<file path="config.mk">
export PLATFORM = sky130hd
export DESIGN_NAME = kick_sequencer
export DESIGN_NICKNAME = d
export VERILOG_FILES = /design/src/rtl/kicker_pkg.sv /design/src/rtl/debounce_filter.sv /design/src/rtl/kick_sequencer.sv
export SDC_FILE = /design/constraint.sdc
export NUM_CORES = 1
export LEC_CHECK = 0
export BUFFER_PORTS_ARGS = -buffer_cell sky130_fd_sc_hd__buf_2
export CAP_MARGIN = 10
export CORE_MARGIN = 5
export CORE_UTILIZATION = 30
export DETAILED_ROUTE_END_ITERATION = 12
export RECOVER_POWER = 100
export SLEW_MARGIN = 0
export SYNTH_ARGS = -nofsm -noshare
export SYNTH_HDL_FRONTEND = slang
export SYNTH_SLANG_ARGS = --single-unit
</file>
<file path="constraint.sdc">
create_clock -name clk -period 3.7 [get_ports clk]
set_input_delay 0.74 -clock clk [delete_from_list [all_inputs] [get_ports clk]]
set_output_delay 0.74 -clock clk [all_outputs]
set_load 0.1 [all_outputs]
</file>
<file path="src/rtl/kicker_pkg.sv">
// Shared encodings for the kick sequencer: host command opcodes and FSM states.
package kicker_pkg;

    typedef enum logic [1:0] {
        CmdKickNow  = 2'b00,
        CmdArm      = 2'b01,
        CmdDisarm   = 2'b10,
        CmdReserved = 2'b11
    } cmd_op_e;

    typedef enum logic [2:0] {
        StIdle      = 3'd0,
        StArmed     = 3'd1,
        StWaitReady = 3'd2,
        StStrobe    = 3'd3,
        StWaitFire  = 3'd4,
        StWaitDone  = 3'd5
    } state_e;

endpackage

</file>
<file path="src/rtl/debounce_filter.sv">
// Two-flop synchroniser followed by a stable-count filter; the filtered level only
// changes after the synchronised input has disagreed with it for CYCLES consecutive clocks.
module debounce_filter #(
    parameter int unsigned CYCLES = 64
) (
    input  logic clk,
    input  logic rst_n,
    input  logic din,
    output logic level,
    output logic rise
);

    localparam int unsigned CntW = $clog2(CYCLES + 1);
    localparam logic [CntW-1:0] CntLast = CntW'(CYCLES - 1);

    logic [1:0]      sync_q, sync_d;
    logic            level_q, level_d;
    logic            rise_q, rise_d;
    logic [CntW-1:0] cnt_q, cnt_d;

    always_comb begin
        sync_d  = {sync_q[0], din};
        level_d = level_q;
        rise_d  = 1'b0;
        cnt_d   = '0;
        // Any sample agreeing with the current level restarts the stability count.
        if (sync_q[1] != level_q) begin
            if (cnt_q == CntLast) begin
                level_d = sync_q[1];
                rise_d  = sync_q[1];
            end else begin
                cnt_d = cnt_q + 1'b1;
            end
        end
    end

    always_ff @(posedge clk or negedge rst_n) begin
        if (!rst_n) begin
            sync_q  <= '0;
            level_q <= 1'b0;
            rise_q  <= 1'b0;
            cnt_q   <= '0;
        end else begin
            sync_q  <= sync_d;
            level_q <= level_d;
            rise_q  <= rise_d;
            cnt_q   <= cnt_d;
        end
    end

    assign level = level_q;
    assign rise  = rise_q;

endmodule

</file>
<file path="src/rtl/kick_sequencer.sv">
// Sequences kick commands into single strobes to the kicker pulse generator, handles
// arm-on-break-beam with auto-disarm, strobe-response timeout fault and charge gating.
module kick_sequencer #(
    parameter int unsigned DEBOUNCE_CYCLES = 64,
    parameter logic [23:0] ARM_TIMEOUT     = 24'd9000000,
    parameter logic [15:0] STROBE_TIMEOUT  = 16'd1023
) (
    input  logic       clk,
    input  logic       rst_n,
    input  logic       cmd_valid,
    input  logic [1:0] cmd_op,
    input  logic [7:0] cmd_strength,
    input  logic       charge_req,
    input  logic       beam_raw,
    input  logic       kick_fire,
    input  logic       kick_lockout,
    output logic       kick_strobe,
    output logic [7:0] kick_strength,
    output logic       charge_enable,
    output logic       armed,
    output logic       busy,
    output logic       kick_done,
    output logic       fault
);

    import kicker_pkg::*;

    state_e      state_q, state_d;
    logic [7:0]  strength_q, strength_d;
    logic [23:0] arm_cnt_q, arm_cnt_d;
    logic [15:0] strobe_cnt_q, strobe_cnt_d;
    logic        fault_q, fault_d;
    logic        done_q, done_d;
    logic        charge_q, charge_d;

    logic beam_broken, beam_rise;
    logic is_kick, is_arm, is_disarm, kicker_ready, arm_expired;

    debounce_filter #(
        .CYCLES (DEBOUNCE_CYCLES)
    ) u_beam_filter (
        .clk   (clk),
        .rst_n (rst_n),
        .din   (beam_raw),
        .level (beam_broken),
        .rise  (beam_rise)
    );

    assign is_kick      = cmd_valid && (cmd_op == CmdKickNow);
    assign is_arm       = cmd_valid && (cmd_op == CmdArm);
    assign is_disarm    = cmd_valid && (cmd_op == CmdDisarm);
    assign kicker_ready = !kick_fire && !kick_lockout;
    assign arm_expired  = (ARM_TIMEOUT != 24'd0) && (arm_cnt_q == ARM_TIMEOUT - 24'd1);

    always_comb begin
        state_d      = state_q;
        strength_d   = strength_q;
        arm_cnt_d    = arm_cnt_q;
        strobe_cnt_d = '0;
        fault_d      = fault_q;
        done_d       = 1'b0;

        if (is_disarm) begin
            fault_d = 1'b0;
        end

        unique case (state_q)
            StIdle: begin
                if (is_kick) begin
                    strength_d = cmd_strength;
                    state_d    = StWaitReady;
                end else if (is_arm) begin
                    strength_d = cmd_strength;
                    arm_cnt_d  = '0;
                    state_d    = StArmed;
                end
            end
            StArmed: begin
                if (arm_cnt_q != 24'hFF_FFFF) begin
                    arm_cnt_d = arm_cnt_q + 24'd1;
                end
                // Valid commands take priority over a coincident beam edge.
                if (is_disarm) begin
                    state_d = StIdle;
                end else if (is_kick) begin
                    strength_d = cmd_strength;
                    state_d    = StWaitReady;
                end else if (is_arm) begin
                    strength_d = cmd_strength;
                    arm_cnt_d  = '0;
                end else if (beam_rise) begin
                    state_d = StWaitReady;
                end else if (arm_expired) begin
                    state_d = StIdle;
                end
            end
            StWaitReady: begin
                if (is_disarm) begin
                    state_d = StIdle;
                end else if (kicker_ready) begin
                    state_d = StStrobe;
                end
            end
            StStrobe: begin
                state_d = StWaitFire;
            end
            StWaitFire: begin
                if (kick_fire) begin
                    state_d = StWaitDone;
                end else if (strobe_cnt_q == STROBE_TIMEOUT - 16'd1) begin
                    fault_d = 1'b1;
                    state_d = StIdle;
                end else begin
                    strobe_cnt_d = strobe_cnt_q + 16'd1;
                end
            end
            StWaitDone: begin
                if (kicker_ready) begin
                    done_d  = 1'b1;
                    state_d = StIdle;
                end
            end
            default: begin
                state_d = StIdle;
            end
        endcase
    end

    assign busy     = (state_q == StWaitReady) || (state_q == StStrobe) ||
                      (state_q == StWaitFire) || (state_q == StWaitDone);
    assign charge_d = charge_req && !busy && !fault_q;

    always_ff @(posedge clk or negedge rst_n) begin
        if (!rst_n) begin
            state_q      <= StIdle;
            strength_q   <= '0;
            arm_cnt_q    <= '0;
            strobe_cnt_q <= '0;
            fault_q      <= 1'b0;
            done_q       <= 1'b0;
            charge_q     <= 1'b0;
        end else begin
            state_q      <= state_d;
            strength_q   <= strength_d;
            arm_cnt_q    <= arm_cnt_d;
            strobe_cnt_q <= strobe_cnt_d;
            fault_q      <= fault_d;
            done_q       <= done_d;
            charge_q     <= charge_d;
        end
    end

    assign kick_strobe   = (state_q == StStrobe);
    assign kick_strength = strength_q;
    assign armed         = (state_q == StArmed);
    assign kick_done     = done_q;
    assign fault         = fault_q;
    assign charge_enable = charge_q;

endmodule

</file>
* After elaboration in Yosys (flattened, before gate mapping)
Cells that the tools add are included.
** Storage, ports and cells
- Register bits after elaboration :: 65
- Input bits :: 17
- Output and inout bits :: 14
- Word-level logic and storage cells :: 92
** Operators by class
- Add/subtract/negate cells :: 3
- Equality and inequality tests :: 21
- Mux-type cells :: 37
- Reductions and logical operators :: 20
** Operators by type and width (number)
- 2-to-1 mux 24 bit :: 6
- 2-to-1 mux 16 bit :: 3
- case mux 24 bit (2 select lines) :: 1
- 2-to-1 mux 3 bit :: 12
- adder 24 x 1 -> 24 bit (second input constant) :: 1
- == test 24 bit (second input constant) :: 1
- 2-to-1 mux 8 bit :: 3
- inequality test 24 bit (second input constant) :: 1
- case mux 3 bit (6 select lines) :: 1
- adder 16 x 1 -> 16 bit (second input constant) :: 1
- == test 16 x 10 -> 1 bit (second input constant) :: 1
- case mux 8 bit (2 select lines) :: 1
- 2-to-1 mux 7 bit :: 2
- inequality test 3 bit (second input constant) :: 3
- 2-to-1 mux 1 bit :: 8
- inequality test 2 bit (second input constant) :: 4
- adder 7 x 1 -> 7 bit (second input constant) :: 1
- == test 7 x 6 -> 1 bit (second input constant) :: 1
- == test 3 x 2 -> 1 bit (second input constant) :: 2
- == test 3 bit (second input constant) :: 2
- logical AND 1 bit :: 6
- AND reduction 6 bit :: 1
- inequality test 5 x 1 -> 1 bit (second input constant) :: 1
- zero test 1 bit :: 4
- 11 further kinds :: 14

* Depth between registers and ports, before layout
- Depth in word-level cells :: 7
- Gate-level depth with buffers :: 9

* Modules after synthesis
From an unflattened synthesis, not the netlist that was laid out.
** Unflattened totals
- Cells, all modules :: 327
- Area total of the unflattened synthesis :: 3405.8 µm²
** Modules (own cells, without submodules)
- kick_sequencer :: times used 1, cells each 291, area each 2965.3 µm²
- debounce_filter :: times used 1, cells each 36, area each 440.4 µm²

* Least setup slack after synthesis
Ideal clock, no wire load.
- Path kind :: register -> output
- Start point :: reg state_q[2]
- End point :: out busy
- Arrival :: 1.597 ns
- Data required time :: 2.960 ns
- Setup slack :: 1.363 ns
- Cell stages (with the launch flop) :: 4
- Cell sequence :: dfrtp_1 -> clkbuf_1 -> inv_1 -> ha_1
** On the way
- Cells in the longest elaborated chain, start to end :: 4
- Elaborated cells between the ends (all ways) :: 7
- Those cells by class :: eq/ne: 4; reduce/logical: 3
** RTL lines
- from (decl) :: line kick_sequencer.sv:28 : state_e state_q, state_d;
- from (signal assigned) :: line kick_sequencer.sv:135 : state_q <= StIdle;
- from (signal assigned) :: line kick_sequencer.sv:143 : state_q <= state_d;
- == test 3 x 2 -> 1 bit :: line kick_sequencer.sv:129 : assign busy = (state_q == StWaitReady) || (state_q == StStrobe) ||
- logical OR 1 bit (2 in series) :: line kick_sequencer.sv:129
- logical OR 1 bit (*) :: line kick_sequencer.sv:130 : (state_q == StWaitFire) || (state_q == StWaitDone);
- to (decl) :: line kick_sequencer.sv:21 : output logic busy,
Mark *: on every way between the ends. The rest lies on a longest branch, timed or not.

* Worst setup path in the final report
Ends and elaborated chain as after synthesis.

==> results.rst <==
.. list-table::
   :header-rows: 1

   * - Metric
     - Value
   * - Final-layout fill cell count
     - 1,179
   * - Number of violations of the max-capacitance limit
     - 1
   * - Synthesis warning total
     - 0
   * - Final HPWL DP
     - 4960 um
   * - Layout Utilization
     - 34.5%
   * - Main combinational cell family by area after synthesis
     - simple AND/OR/NAND/NOR gates
   * - Total power density per cell area
     - 723 nW/um2
   * - Skew final
     - 0.00638 ns
   * - Number of diodes
     - 0
   * - RePlAce Congestion
     - 0.770
   * - Pre-CTS worst setup slack
     - 1.33 ns
   * - RR Startpoint
     - arm_cnt_q[13]
   * - Area Growth Syn to Fin
     - 13.3%
   * - Site Rows
     - 39
   * - Clock edge transition at the registers on the reported setup and hold paths
     - 0.05 ns
   * - H-tree lvl count
     - 3
   * - Worst Reg2Reg Path Length in Cells
     - 5
   * - Worst setup endpoint
     - busy
   * - Top Ports
     - 31
   * - Dominant synthesized flop cell
     - sky130_fd_sc_hd__dfrtp_1
   * - Maximum fanout count along the critical path
     - 12
   * - Detailed Route Iter0 Violations
     - 107
   * - Xor and xnor area share after synthesis
     - 7.88%
   * - Cell count after synthesis
     - 337
   * - Nature of the critical path startpoint
     - register
   * - Quantity of hold-fixing buffers added after cts
     - 0
   * - Cts repair resizes
     - 0
   * - Worst Max-Slew Pin Slew
     - 1.62 ns
   * - Cell Area, Synth
     - 3450 um2
   * - Maximum number of pins on one net before global-route repair
     - 66
   * - Portion of netlist area occupied by mux cells
     - 3.85%
   * - Data arrival time of the critical path
     - 2.24 ns
   * - Total setup buffers inserted after CTS
     - 0
   * - Count of different cell masters after synthesis
     - 63
   * - Source-to-sink clock delay at the later pin of the worst-skew pair
     - 0.33 ns
   * - Beginning of the critical path
     - state_q[2]
   * - Core Box Area
     - 11,300 um2
   * - Number of nets with antenna violations after routing
     - 0
   * - Yosys top cell area share
     - 47.2%
   * - Average vias per placed instance
     - 5.14
   * - Global-route wire length before repair
     - 12,200 um
   * - Critical path endpoint category
     - output port
   * - Final Setup Violations
     - 0
   * - Slack of the worst reg-to-reg path
     - 0.97 ns
   * - Vias in the first global route
     - 2,542
   * - Worst slew slack as a fraction of its limit
     - -7.94%
   * - Count of pins over their slew limit
     - 66
   * - GRT overflow
     - 0
   * - Post-detailed-routing wire length
     - 7110 um
   * - Clock tree from TritonCTS
     - yes
   * - Area of all sequential standard cells
     - 1630 um2
   * - Synthesis-stage register bit count
     - 65
   * - Period minus WS final
     - 2.98 ns
   * - Area leader, netlist
     - sky130_fd_sc_hd__dfrtp_1
   * - Number of sinks handled by clock tree synthesis
     - 65
   * - TNS Setup
     - 0 ns
   * - Worst setup margin
     - 0.724 ns
   * - Cells taking the most area after synthesis
     - sky130_fd_sc_hd__dfrtp_1, sky130_fd_sc_hd__nor2_1, sky130_fd_sc_hd__xor2_1
   * - Post-DR wirelength/cell
     - 13.9 um
   * - Total die area
     - 13,700 um2
   * - Endpoint required time on the critical path
     - 2.96 ns
   * - Port Buf Inserts
     - 30
   * - Die Ht
     - 117 um
   * - Power after layout
     - 2.82 mW
   * - Final worst path period share
     - 80.4%
   * - Effective utilization at floorplan
     - 30.4%
   * - Maximum clock rate
     - 336 MHz
   * - Total area of multi-input combinational cells
     - 1640 um2
   * - Overall die width
     - 117 um
   * - Simple-gate portion of the synthesized area
     - 24.4%
   * - Most used standard cells in the synthesized netlist
     - sky130_fd_sc_hd__dfrtp_1, sky130_fd_sc_hd__nor2_1, sky130_fd_sc_hd__nand2_1, sky130_fd_sc_hd__xor2_1, sky130_fd_sc_hd__nand3_1
   * - Root Buffer Master
     - sky130_fd_sc_hd__clkbuf_16
   * - Mean Syn Cell Area
     - 10.2 um2
   * - NumNets Final
     - 387
   * - Most instantiated library cell after synthesis
     - sky130_fd_sc_hd__dfrtp_1
   * - Number of search-and-repair iterations in the first detailed-routing pass
     - 4
   * - Worst-case clock buffer depth
     - 2
   * - Overall fraction of global-route tracks in use
     - 11.1%
   * - Compound-Gate Fraction of Synth Area
     - 11.5%
   * - Leak
     - 1.62 nW
   * - Proportion of layout cells with a drive suffix above 1
     - 13.8%
   * - Post-synth EDFFs
     - 0
   * - Adder and majority gate portion of the synthesized area
     - 1.81%
   * - Largest voltage drop on the vdd net
     - 755 uV
   * - Fraction of synthesis flops using an asynchronous set or reset pin
     - 100%
   * - Reg2Reg Capture Point
     - arm_cnt_q[19]
   * - Routed via count
     - 2,635
   * - Sequential share of the synthesized area
     - 47.2%
   * - Antenna violations before repair
     - 0
   * - Syn_nets
     - 359
   * - Number of buffers added by the clock tree synthesis step
     - 9
   * - Number of hold violations in the final report
     - 0
   * - Number of design rule violations left after detail routing
     - 0
   * - Result of the run
     - finished, violations left
   * - Worst min path class
     - reg -> reg
   * - Type of the worst setup path
     - reg -> out
   * - Unrepaired setup endpoints after global routing
     - false
   * - Violated checks
     - capacitance limit, slew limit
## where the power goes
group          switching (mW)  leakage (nW)  internal, mW  total, mW
clock network           0.320         0.137         0.519      0.839
registers              0.0967         0.875         0.802      0.898
logic                   0.862         0.611         0.225       1.09
## worst min path at each step
stage                       startpoint                      end  slack [ns]  depth (start not counted)
6_report       u_beam_filter.sync_q[0]  u_beam_filter.sync_q[1]        0.37                          0
5_1_grt        u_beam_filter.sync_q[0]  u_beam_filter.sync_q[1]        0.37                          0
4_1_cts        u_beam_filter.sync_q[0]  u_beam_filter.sync_q[1]        0.37                          0
3_5_place_dp   u_beam_filter.sync_q[0]  u_beam_filter.sync_q[1]        0.36                          0
3_3_place_gp   u_beam_filter.sync_q[0]  u_beam_filter.sync_q[1]        0.36                          0
2_1_floorplan  u_beam_filter.sync_q[0]  u_beam_filter.sync_q[1]        0.33                          0
## flip-flops by register name, summed over array words and instances (netlist names)
signal	cells
state_q	3
u_beam_filter.level	1
kick_strength	8
kick_done	1
charge_enable	1
fault	1
strobe_cnt_q	16
u_beam_filter.cnt_q	7
u_beam_filter.rise	1
u_beam_filter.sync_q	2
arm_cnt_q	24
## cell type report
cell class	count	share of cell area, %
clock buffers	9	5.77
clock inverters	7	1.83
inverters	6	0.577
multi-input cells	251	41.9
flip-flops and latches	65	41.6
well taps	143	4.58
repair buffers	32	3.68
## per-stage QoR
step / hold slack [ns] / cells / instance area, um2
5_1_grt: 0.369 / 513 / 3910
2_1_floorplan: 0.331 / 337 / 3450
3_5_place_dp: 0.356 / 497 / 3700
4_1_cts: 0.368 / 513 / 3990
3_3_place_gp: 0.357 / 497 / 3700
6_report: 0.367 / 513 / 3910
## metal layers
layer | track usage [%] | part of all wire (%) | vias up
met3 | 2.26 | 3.0 | 15
met4 | 5.35 | 2.2 | 0
met5 | 0 | 0 | -
met1 | 15.2 | 48 | 1292
met2 | 16.6 | 47 | 51
li1 | - | - | 1277
## layout by cell type (no fill, tap or decap), types with 2 or more instances in the layout
cell type	synthesis	final
sky130_fd_sc_hd__a21oi_1	8	8
sky130_fd_sc_hd__nor2_1	46	46
sky130_fd_sc_hd__o31ai_1	2	2
sky130_fd_sc_hd__a31oi_1	3	3
sky130_fd_sc_hd__nor3b_1	3	3
sky130_fd_sc_hd__xnor2_1	13	13
sky130_fd_sc_hd__clkinvlp_4	0	3
sky130_fd_sc_hd__clkinv_2	0	2
sky130_fd_sc_hd__nor3_1	5	6
sky130_fd_sc_hd__dfrtp_1	65	65
sky130_fd_sc_hd__inv_1	6	6
sky130_fd_sc_hd__nand2b_1	3	3
sky130_fd_sc_hd__nand2_1	27	27
sky130_fd_sc_hd__mux2i_1	2	2
sky130_fd_sc_hd__xor2_1	18	18
sky130_fd_sc_hd__mux2_2	10	10
sky130_fd_sc_hd__nor4b_1	2	2
sky130_fd_sc_hd__and4_1	4	4
sky130_fd_sc_hd__o211ai_1	2	3
sky130_fd_sc_hd__ha_1	5	5
sky130_fd_sc_hd__a211oi_1	2	4
sky130_fd_sc_hd__and2_1	3	3
sky130_fd_sc_hd__nand4b_1	4	4
sky130_fd_sc_hd__or3_1	3	3
sky130_fd_sc_hd__nand3_1	17	17
sky130_fd_sc_hd__a2111oi_0	1	4
sky130_fd_sc_hd__buf_2	3	15
sky130_fd_sc_hd__nor4_1	4	4
sky130_fd_sc_hd__a31o_1	5	5
sky130_fd_sc_hd__clkbuf_1	7	15
sky130_fd_sc_hd__o21ai_0	5	7
sky130_fd_sc_hd__nor2b_1	2	2
sky130_fd_sc_hd__clkbuf_16	0	9
sky130_fd_sc_hd__and3_1	8	9
sky130_fd_sc_hd__nand4_1	13	13
## worst max-delay path: stages, from the launching register on
cell and delay [ns]:
sky130_fd_sc_hd__dfrtp_1 0.55, sky130_fd_sc_hd__inv_1 0.16, sky130_fd_sc_hd__ha_1 0.33, sky130_fd_sc_hd__clkbuf_1 0.87
## cell families after synthesis
| kind of cell | Yosys count |
|---|---|
| simple gates | 155 |
| mux | 12 |
| compound gates | 48 |
| xor+xnor | 31 |
| flops | 65 |
| fa+ha+maj | 5 |
| buf+inv | 21 |
Power figures use the tool's default switching activity.
